===== config.mk =====
export PLATFORM = sky130hd
export DESIGN_NAME = class_top2_flat
export DESIGN_NICKNAME = d
export VERILOG_FILES = /design/src/rtl/class_top2_if.sv /design/src/rtl/class_top2.sv /design/src/flat_wrapper.sv
export SDC_FILE = /design/constraint.sdc
export NUM_CORES = 1
export LEC_CHECK = 0
export CAP_MARGIN = 20
export CORE_MARGIN = 2
export CORE_UTILIZATION = 50
export CTS_CLUSTER_SIZE = 28
export DETAILED_ROUTE_END_ITERATION = 6
export PLACE_DENSITY_LB_ADDON = 0.05
export SETUP_SLACK_MARGIN = 0.4
export SYNTH_ARGS = -nofsm -noshare
export SYNTH_HDL_FRONTEND = slang
export SYNTH_SLANG_ARGS = --single-unit

===== constraint.sdc =====
create_clock -name clk -period 5 [get_ports clk]
set_input_delay 0.5 -clock clk [delete_from_list [all_inputs] [get_ports clk]]
set_output_delay 0.5 -clock clk [all_outputs]
set_load 0.005 [all_outputs]

===== src/rtl/class_top2_if.sv =====
// Handshake bundle for the top-2 classifier: a score stream in, a result out.
// The slave modport is the classifier's view; master is the source/sink side.
interface class_top2_if #(
    parameter int N_CLASS = 10
);
    localparam int IDX_W = (N_CLASS > 1) ? $clog2(N_CLASS) : 1;

    // Score stream into the classifier
    logic             valid_in;
    logic             ready_out;
    logic [31:0]      class_in;

    // Result stream out of the classifier
    logic             valid_out;
    logic             ready_in;
    logic [IDX_W-1:0] idx0;
    logic [31:0]      val0;
    logic [IDX_W-1:0] idx1;
    logic [31:0]      val1;
    logic             err;

    modport slave (
        input  valid_in, class_in, ready_in,
        output ready_out, valid_out, idx0, val0, idx1, val1, err
    );

    modport master (
        output valid_in, class_in, ready_in,
        input  ready_out, valid_out, idx0, val0, idx1, val1, err
    );
endinterface


===== src/rtl/class_top2.sv =====
// Streaming top-2 classifier over N_CLASS float32 scores per frame.
// Ranking uses an order-preserving integer key of the raw IEEE-754 bits, so no
// floating-point arithmetic is needed. NaN keys sit below -inf and flag err.
module class_top2 #(
    parameter int N_CLASS = 10
) (
    input  logic         clk,
    input  logic         resetn,
    class_top2_if.slave  bus
);
    localparam int IDX_W = (N_CLASS > 1) ? $clog2(N_CLASS) : 1;
    localparam logic [IDX_W-1:0] LAST_IDX = IDX_W'(N_CLASS - 1);

    typedef enum logic {ACC, OUT} state_t;

    typedef struct packed {
        logic             full;
        logic [IDX_W-1:0] idx;
        logic [31:0]      val;
    } slot_t;

    // NaN: all-ones exponent with a non-zero mantissa
    function automatic logic is_nan(input logic [31:0] x);
        return (x[30:23] == 8'hFF) && (x[22:0] != 23'd0);
    endfunction

    // Unsigned key that orders -inf < negatives < -0 < +0 < positives < +inf
    function automatic logic [31:0] key_of(input logic [31:0] x);
        if (is_nan(x))
            return 32'd0;
        return x[31] ? ~x : (x ^ 32'h8000_0000);
    endfunction

    state_t           state_q, state_d;
    logic [IDX_W-1:0] cnt_q, cnt_d;
    slot_t            s0_q, s0_d, s1_q, s1_d;
    logic             nan_q, nan_d;
    logic             ready_out_q, ready_out_d;
    logic             valid_out_q, valid_out_d;
    logic [IDX_W-1:0] idx0_q, idx0_d, idx1_q, idx1_d;
    logic [31:0]      val0_q, val0_d, val1_q, val1_d;
    logic             err_q, err_d;

    logic [31:0]      beat_key, k0, k1;
    logic             accept;
    slot_t            beat;

    // Next-state: slot insertion on each accepted beat, result capture on the last
    always_comb begin
        // NOTE: every signal gets a default here so no path through the
        // case/if tree can leave one unassigned and infer a latch.
        state_d     = state_q;
        cnt_d       = cnt_q;
        s0_d        = s0_q;
        s1_d        = s1_q;
        nan_d       = nan_q;
        ready_out_d = ready_out_q;
        valid_out_d = valid_out_q;
        idx0_d      = idx0_q;
        val0_d      = val0_q;
        idx1_d      = idx1_q;
        val1_d      = val1_q;
        err_d       = err_q;

        beat_key  = key_of(bus.class_in);
        k0        = key_of(s0_q.val);
        k1        = key_of(s1_q.val);
        accept    = bus.valid_in && ready_out_q;
        beat.full = 1'b1;
        beat.idx  = cnt_q;
        beat.val  = bus.class_in;

        case (state_q)
            OUT: begin
                if (bus.ready_in) begin
                    state_d     = ACC;
                    valid_out_d = 1'b0;
                    ready_out_d = 1'b1;
                end
            end
            default: begin
                if (accept) begin
                    nan_d = nan_q | is_nan(bus.class_in);
                    // Strict compares keep the earlier index on ties; an empty
                    // slot loses to anything, NaN included.
                    if (!s0_q.full || (beat_key > k0)) begin
                        s1_d = s0_q;
                        s0_d = beat;
                    end else if (!s1_q.full || (beat_key > k1)) begin
                        s1_d = beat;
                    end

                    if (cnt_q == LAST_IDX) begin
                        idx0_d      = s0_d.idx;
                        val0_d      = s0_d.val;
                        idx1_d      = s1_d.idx;
                        val1_d      = s1_d.val;
                        err_d       = nan_d;
                        state_d     = OUT;
                        valid_out_d = 1'b1;
                        ready_out_d = 1'b0;
                        cnt_d       = '0;
                        s0_d.full   = 1'b0;
                        s1_d.full   = 1'b0;
                        nan_d       = 1'b0;
                    end else begin
                        cnt_d = cnt_q + 1'b1;
                    end
                end
            end
        endcase
    end

    // State, accumulator and result registers
    always_ff @(posedge clk or negedge resetn) begin
        if (!resetn) begin
            state_q     <= ACC;
            cnt_q       <= '0;
            s0_q        <= '0;
            s1_q        <= '0;
            nan_q       <= 1'b0;
            ready_out_q <= 1'b1;
            valid_out_q <= 1'b0;
            idx0_q      <= '0;
            val0_q      <= '0;
            idx1_q      <= '0;
            val1_q      <= '0;
            err_q       <= 1'b0;
        end else begin
            // NOTE: non-blocking assignments so every flop samples the
            // pre-edge values regardless of statement order.
            state_q     <= state_d;
            cnt_q       <= cnt_d;
            s0_q        <= s0_d;
            s1_q        <= s1_d;
            nan_q       <= nan_d;
            ready_out_q <= ready_out_d;
            valid_out_q <= valid_out_d;
            idx0_q      <= idx0_d;
            val0_q      <= val0_d;
            idx1_q      <= idx1_d;
            val1_q      <= val1_d;
            err_q       <= err_d;
        end
    end

    assign bus.ready_out = ready_out_q;
    assign bus.valid_out = valid_out_q;
    assign bus.idx0      = idx0_q;
    assign bus.val0      = val0_q;
    assign bus.idx1      = idx1_q;
    assign bus.val1      = val1_q;
    assign bus.err       = err_q;
endmodule

===== src/flat_wrapper.sv =====
// flat-port wrapper written by rule: the top's interface ports become plain ports
module class_top2_flat 
#(
    parameter int N_CLASS = 10
)
  (clk, resetn, bus_valid_in, bus_class_in, bus_ready_in, bus_ready_out, bus_valid_out, bus_idx0, bus_val0, bus_idx1, bus_val1, bus_err);
  class_top2_if #(.N_CLASS(N_CLASS)) bus_i ();
  input  logic clk;
  input  logic resetn;
  input wire logic [$bits(bus_i.valid_in)-1:0] bus_valid_in;
  input wire logic [$bits(bus_i.class_in)-1:0] bus_class_in;
  input wire logic [$bits(bus_i.ready_in)-1:0] bus_ready_in;
  output wire logic [$bits(bus_i.ready_out)-1:0] bus_ready_out;
  output wire logic [$bits(bus_i.valid_out)-1:0] bus_valid_out;
  output wire logic [$bits(bus_i.idx0)-1:0] bus_idx0;
  output wire logic [$bits(bus_i.val0)-1:0] bus_val0;
  output wire logic [$bits(bus_i.idx1)-1:0] bus_idx1;
  output wire logic [$bits(bus_i.val1)-1:0] bus_val1;
  output wire logic [$bits(bus_i.err)-1:0] bus_err;
  assign bus_i.valid_in = bus_valid_in;
  assign bus_i.class_in = bus_class_in;
  assign bus_i.ready_in = bus_ready_in;
  assign bus_ready_out = bus_i.ready_out;
  assign bus_valid_out = bus_i.valid_out;
  assign bus_idx0 = bus_i.idx0;
  assign bus_val0 = bus_i.val0;
  assign bus_idx1 = bus_i.idx1;
  assign bus_val1 = bus_i.val1;
  assign bus_err = bus_i.err;
  class_top2 #(.N_CLASS(N_CLASS)) u_core (.clk(clk), .resetn(resetn), .bus(bus_i));
endmodule

==> results of run 1 <==
[repair_timing]
item | 4_1_cts | 5_1_grt
hold buffers | 0 | 0
setup endpoints to repair | 143 | 144
pin swaps | 0 | 9
hold endpoints to repair | 0 | 0
setup buffers | 0 | 0
gates resized for setup | 7 | 27
cloned | 0 | 2
[registers in the layout, indices dropped and copies added (netlist names)]
signal                cells
u_core.bus.err            1
u_core.bus.idx0           4
u_core.bus.idx1           4
u_core.bus.ready_out      1
u_core.bus.val0          32
u_core.bus.val1          32
u_core.bus.valid_out      1
u_core.cnt_q              4
u_core.nan_q              1
u_core.s0_q              37
u_core.s1_q              37
u_core.state_q            1
[cell families after synthesis]
family | after synthesis
mux | 76
fa+ha+maj | 62
xor+xnor | 90
compound gates | 249
flops | 155
simple gates | 379
buf+inv | 131
[worst reg2reg max path, stage by stage, from the launching register on]
cell and delay [ns]:
dfrtp_1 0.47, nor4_2 0.43, nand4_1 0.25, o21ai_2 0.25, buf_12 0.23, nand2_1 0.08
ha_1 0.30, nand2_1 0.09, buf_4 0.14, nor3_1 0.26, buf_4 0.18, o21ai_0 0.07
o211a_1 0.24, nor2b_1 0.15, a211o_2 0.34, buf_12 0.16, nor2_8 0.14, buf_12 0.19
mux2_2 0.36
[power by group]
group	switching (mW)	internal [mW]	total, mW	leakage [nW]
Clock	0.576	0.794	1.37	0.279
Combinational	3.48	3.09	6.57	3.70
Sequential	0.664	1.82	2.49	1.98
[area by class of cell]
cell class,count,area [µm²],share of cell area
clock buffers,20,437,0.0326
well taps,270,338,0.0252
flip-flops and latches,155,3880,0.289
clock inverters,12,164,0.0122
multi-input cells,856,6120,0.457
inverters,49,184,0.0137
repair buffers,235,2280,0.170
[stage by stage]
stage	hold slack (ns)	power, mW	cell area, µm²	utilization
2_1_floorplan	0.204	6.30	10400	-
3_3_place_gp	0.460	8.74	12600	0.620
3_5_place_dp	0.460	8.81	12600	0.620
4_1_cts	0.162	10.2	13300	0.651
5_1_grt	0.194	11.2	13400	0.658
6_report	0.121	10.4	13400	0.658
[layout by cell type, fill, tap and decap left out, types with 6 or more instances in the layout]
master / instances
a21oi_1: 21
o221ai_2: 30
inv_1: 49
buf_12: 14
o221ai_1: 6
nor3b_1: 34
mux2_1: 30
dfrtp_1: 154
clkbuf_16: 18
buf_4: 102
clkdlybuf4s50_1: 105
xnor2_1: 30
nand2_1: 186
a211oi_1: 41
nor4_2: 8
nand3_1: 47
nor3_1: 13
xor2_1: 60
mux2i_1: 38
nor2_1: 34
ha_1: 62
o21ai_1: 31
nor4_1: 7
mux2_2: 8
nand4_1: 24
o21ai_0: 92
buf_6: 7
[synthesized netlist by cell type, types with 35 or more instances]
library cell  count
dfrtp_1         154
o21ai_0          93
mux2i_1          38
nand3_1          47
inv_1            49
a211oi_1         42
ha_1             62
nor3b_1          35
nor2_1           39
clkbuf_1         54
xor2_1           60
nand2_1         186
[final timing paths]
| path | start | slack, ns | to | cells past startpoint |
|---|---|---|---|---|
| setup / recovery | u_core.s0_q[16]$_DFFE_PN0P_ | 0.57 | u_core.s0_q[0]$_DFFE_PN0P_ | 18 |
| hold reg to reg | u_core.bus.ready_out$_DFFE_PN1P_ | 0.48 | u_core.bus.ready_out$_DFFE_PN1P_ | 2 |
| hold / removal | resetn | 0.12 | u_core.bus.val1[13]$_DFFE_PN0P_ | 1 |
| setup reg to reg | u_core.s0_q[16]$_DFFE_PN0P_ | 0.57 | u_core.s0_q[0]$_DFFE_PN0P_ | 18 |
| min in group clk | u_core.bus.ready_out$_DFFE_PN1P_ | 0.48 | u_core.bus.ready_out$_DFFE_PN1P_ | 2 |
| max in group asynchronous | resetn | 3.70 | u_core.s1_q[3]$_DFFE_PN0P_ | 2 |
[per-layer routing]
layer,GRT usage,wire length [µm],part of all wire,up-vias
li1,-,-,-,4411
met1,0.401,14300,0.45,4518
met2,0.493,15300,0.48,278
met3,0.0528,1820,0.057,28
met4,0.0676,424,0.013,0
met5,0,0,0,-
==> impl_metrics.toml, run 1 <==
[setup_path]
critPathCaptureType = "flip-flop"
worstPathRequired_ns = 5.31
path_cells = "nor4_2, nand4_1, o21ai_2, buf_12, nand2_1, ha_1, nand2_1, buf_4, nor3_1, buf_4, o21ai_0, o211a_1, nor2b_1, a211o_2, buf_12, nor2_8, buf_12, mux2_2"
critical_path.top_delay_family = "simple AND/OR/NAND/NOR gates"
slowest_stage = "dfrtp_1"
crit_path_start_kind = "flip-flop"
slowest_delay_ns = 0.47
cp_common_cell = "buf_12"
cp.arrival_ns = 4.74
crit_type = "reg2reg"
worst-path-buf-inv = 5
cp_max_fo = 31

[floorplan]
die_w_um = 148
die_h_um = 148
dieArea_um2 = 22000
core_area_um2 = 20400
rows = 52
start_util = 0.513
num_io_pins = 111

[synthesis]
synthSimpleGateAreaFrac = 0.174
synth_cell_types = 51
synth_xor_area_frac = 0.0755
synth_cells = 1142
synth.top_cells.by_area = "dfrtp_1 37%, ha_1 7.4%, nand2_1 6.7%, xor2_1 5.0%, o21ai_0 4.5%"
synth.ff_latch_count = 155
synth_top_family_by_area = "simple AND/OR/NAND/NOR gates"
synth_adder_area_share = 0.0743
synthesis.area_um2 = 10400
synth_compound_area_frac = 0.171
synth_edf_count = 0
synth-seq-area-share = 0.372
async_flop_share = 1.00
avgSynthCellArea_um2 = 9.14
yosys_warnings = 0
synth-main-ff-cell = "dfrtp_1"
synthesis.nets = 1240
synth_top_area_frac = 0.369
synthMuxAreaShare = 0.0774
yosys.area.top_type = "dfrtp_1"

[clock_network]
clkLatencyLatePin_ns = 0.43
clkTransAtPathRegs_ns = 0.07
cts_sinks = 155
clk_path_buf_depth = 2
cts_root_buffer = "clkbuf_16"
cts_buffers = 17
ctsHtreeMaxLevel = 4
tritoncts = "yes"

[detailed_routing]
drt_pass1_iterations = 5
drtIter0Drc = 563
ant_nets = 0
via_per_inst = 5.78
vias = 9235
routed_wl_um = 31800
wl_per_cell_um = 19.9
drc = 0

[power_and_ir_drop]
powerDensity_nw_per_um2 = 778
leakage_nw = 5.96
max-vdd-ir-drop_v = 0.000537

[sta]
layout_min_cycle_time_ns = 4.43
setup_slack_ns = 0.571
relSlewSlack = 0.432
skew_ns = 0.0123
rsz0062_at_grt = "false"
slew_viol_final = 0
fmax_ghz = 0.226
final.setup.tns_ns = 0
hold_viol_final = 0
worstMarginPinSlew_ns = 0.851
finalSetupViolCount = 0
finalCritPeriodShare = 0.886

[grt]
grtUsageTotal = 0.295
antenna_found_initial = 0
gr-total-overflow = 0
grt_max_degree = 85
grt_pass1_vias = 9146
grt_first_pass_wirelength_um = 50600

[placement]
place_ws_ns = -0.239
place.gp.congestion = 0.948
post-dp-hpwl_um = 22200
port_buffers = 110
placed_cells = 1563

[hold_path]
hp-class = "in2async"

[final_layout]
diodes = 0
area_growth_pct = 28.4
final_cells = 1597
fillCellCount = 1744
drive_gt1_frac = 0.172
nets = 1412

[flow_run]
cap_violations = 0

[outcome]
status = "complete, no violations"
Note: power is estimated with default switching activity, not from simulation.
==> inputs of run 2 (changes only) <==
--- a/config.mk
+++ b/config.mk
@@ -6,8 +6,8 @@
 export NUM_CORES = 1
 export LEC_CHECK = 0
 export CAP_MARGIN = 20
-export CORE_MARGIN = 2
-export CORE_UTILIZATION = 50
+export CORE_MARGIN = 4
+export CORE_UTILIZATION = 35
 export CTS_CLUSTER_SIZE = 28
 export DETAILED_ROUTE_END_ITERATION = 6
 export PLACE_DENSITY_LB_ADDON = 0.05
@@ -15,3 +15,4 @@
 export SYNTH_ARGS = -nofsm -noshare
 export SYNTH_HDL_FRONTEND = slang
 export SYNTH_SLANG_ARGS = --single-unit
+export TNS_END_PERCENT = 5
==> run 2 against run 1 <==
  * Largest power group unchanged
  * Register-to-register slack better by 0.02 ns
  * Largest cell class unchanged
  * Maximum frequency is 1.6% lower
  * Highest routed layer unchanged
  * Sequential share of layout area is 0.55 points lower
==> impl_metrics.toml, run 2 (synthesis results as in run 1) <==
[sta]
rsz0062_at_grt = "true"
skew_ns = 0.0132
finalSetupViolCount = 0
slew_viol_final = 0
finalCritPeriodShare = 0.900
fmax_ghz = 0.222
hold_viol_final = 0
layout_min_cycle_time_ns = 4.50
worstMarginPinSlew_ns = 0.910
setup_slack_ns = 0.498
relSlewSlack = 0.393

[flow_run]
cap_violations = 0

[power_and_ir_drop]
powerDensity_nw_per_um2 = 786
max-vdd-ir-drop_v = 0.000503
power_frac_comb = 0.645
p_seq_frac = 0.234
p_int_mw = 5.76
leakage_nw = 6.03
p_clk_frac = 0.122
switching_share = 0.464
switchingPower_mw = 4.98

[floorplan]
rows = 62
die_h_um = 181
start_util = 0.359
core_area_um2 = 29100
die_w_um = 181
num_io_pins = 111
dieArea_um2 = 32600

[clock_network]
clkTransAtPathRegs_ns = 0.07
tritoncts = "yes"
cts_buffers = 17
clkLatencyLatePin_ns = 0.43
clk_path_buf_depth = 2
cts_sinks = 155
ctsHtreeMaxLevel = 4
cts_root_buffer = "clkbuf_16"
hold_buffers = 0

[grt]
antenna_found_initial = 0
grt_pass1_vias = 9519
grt_first_pass_wirelength_um = 56100
top_usage_layer = "met2"
grtUsageMet3 = 0.0354
globalRouteMet1Util = 0.301
gr-total-overflow = 0
grtUsageTotal = 0.216
grt_max_degree = 75
grt_use_met2 = 0.354

[setup_path]
slowest_delay_ns = 0.59
cp.arrival_ns = 4.82
path_cells = "clkdlybuf4s50_1, nor4_2, buf_4, nand4_1, buf_4, nor2_2, nor3_4, nor2_1, mux2_2, ha_1, a21oi_1, o21ai_0, a2111oi_0, buf_4, o211a_1, nor4b_4, buf_4, a211oi_4, buf_12, clkbuf_16, a211oi_1, o21ai_1"
rr_startpoint = "u_core.s0_q[1]$_DFFE_PN0P_"
crit_path_start_kind = "primary input"
crit_path_end = "u_core.bus.val1[4]$_DFFE_PN0P_"
slowest_stage = "clkdlybuf4s50_1"
setup.worst_path.start = "bus_class_in[3]"
cp_common_cell = "buf_4"
worstPathRequired_ns = 5.31
critPathCaptureType = "flip-flop"
crit_type = "in2reg"
worst-path-buf-inv = 7
reg2regPathDepth = 19
critical_path.top_delay_family = "buffers and inverters"
rrSetupSlack_ns = 0.59
path_depth = 22
cp_max_fo = 14
rr_endpoint = "u_core.bus.val1[4]$_DFFE_PN0P_"

[final_layout]
final_cell_mix = "186 x nand2_1, 154 x dfrtp_1, 127 x buf_4"
reg_top3 = "u_core.s0_q (37), u_core.s1_q (37)"
fillCellCount = 2825
regArea_um2 = 3880
area_growth_pct = 30.9
final_util = 0.470
drive_gt1_frac = 0.189
multi_input_area_um2 = 6150
final_cells = 1731
nets = 1432
final_common_cell = "nand2_1"
diodes = 0

[detailed_routing]
vias = 9136
drtIter0Drc = 622
via_per_inst = 5.28
wl_per_cell_um = 20.7
ant_nets = 0
routed_wl_um = 35800
drt_pass1_iterations = 5
drc = 0

[placement]
place_ws_ns = -0.305
place.gp.congestion = 0.892
port_buffers = 110
placed_cells = 1694
post-dp-hpwl_um = 24700

[outcome]
status = "complete, no violations"

[hold_path]
hp-class = "in2async"
[run 2: routing by layer]
| metal | wire [µm] | part of all wire |
|---|---|---|
| met1 | 17100 | 0.48 |
| met2 | 16800 | 0.47 |
| met3 | 1440 | 0.040 |
| met4 | 570 | 0.016 |
| met5 | 0 | 0 |
[run 2: metrics by stage]
step	setup TNS, ns	area [µm²]	total power, mW	hold WS [ns]
6_report	0	13700	10.7	0.116
5_1_grt	0	13700	11.6	0.166
4_1_cts	0	13400	10.4	0.142
3_5_place_dp	-30.29	12900	9.04	0.463
3_3_place_gp	-40.26	12900	8.99	0.462
2_1_floorplan	0	10400	6.30	0.204
[run 2: worst min path at each step]
stage,from,endpoint,depth (start not counted)
5_1_grt,resetn,u_core.bus.val0[12]$_DFFE_PN0P_,1
2_1_floorplan,resetn,u_core.bus.err$_DFFE_PN0P_,0
3_3_place_gp,u_core.bus.val0[11]$_DFFE_PN0P_,u_core.bus.val0[11]$_DFFE_PN0P_,2
3_5_place_dp,u_core.bus.err$_DFFE_PN0P_,u_core.bus.err$_DFFE_PN0P_,2
6_report,resetn,u_core.bus.val1[12]$_DFFE_PN0P_,1
4_1_cts,resetn,u_core.bus.val1[12]$_DFFE_PN0P_,1
[run 2: power by group through the flow]
stage / clock (mW) / combinational [mW] / sequential (mW)
after detailed placement: 0 / 6.53 / 2.51
after global placement: 0 / 6.48 / 2.51
final: 1.31 / 6.92 / 2.51
after floorplan: 0 / 4.01 / 2.28
after CTS: 1.34 / 6.56 / 2.50
after global routing: 1.38 / 7.60 / 2.59
[run 2: worst register-to-register path, stage by stage (launching register included)]
cell and delay, ns:
dfrtp_1 0.47, nor4_1 0.32, buf_4 0.18, nand4_1 0.11
o21ai_2 0.23, nor2b_2 0.24, mux2i_1 0.11, ha_1 0.34
a21oi_1 0.16, o21ai_0 0.11, a2111oi_0 0.43, buf_4 0.18
o211a_1 0.16, nor4b_4 0.25, buf_4 0.20, a211oi_4 0.05
buf_12 0.19, clkbuf_16 0.18, a211oi_1 0.28, o21ai_1 0.11
[run 2: what timing repair did]
action / CTS / global route
cloned: 0 / 3
pin swaps: 0 / 9
setup buffers: 0 / 2
setup endpoints to repair: 142 / 144
gates resized for setup: 3 / 27
endpoints found under the hold margin: 0 / 0
[run 2: area by class of cell]
type / instances / share of cell area
multi-input cells: 857 / 0.450
flip-flops and latches: 155 / 0.284
clock inverters: 14 / 0.00998
repair buffers: 254 / 0.175
inverters: 49 / 0.0135
clock buffers: 18 / 0.0314
well taps: 384 / 0.0352
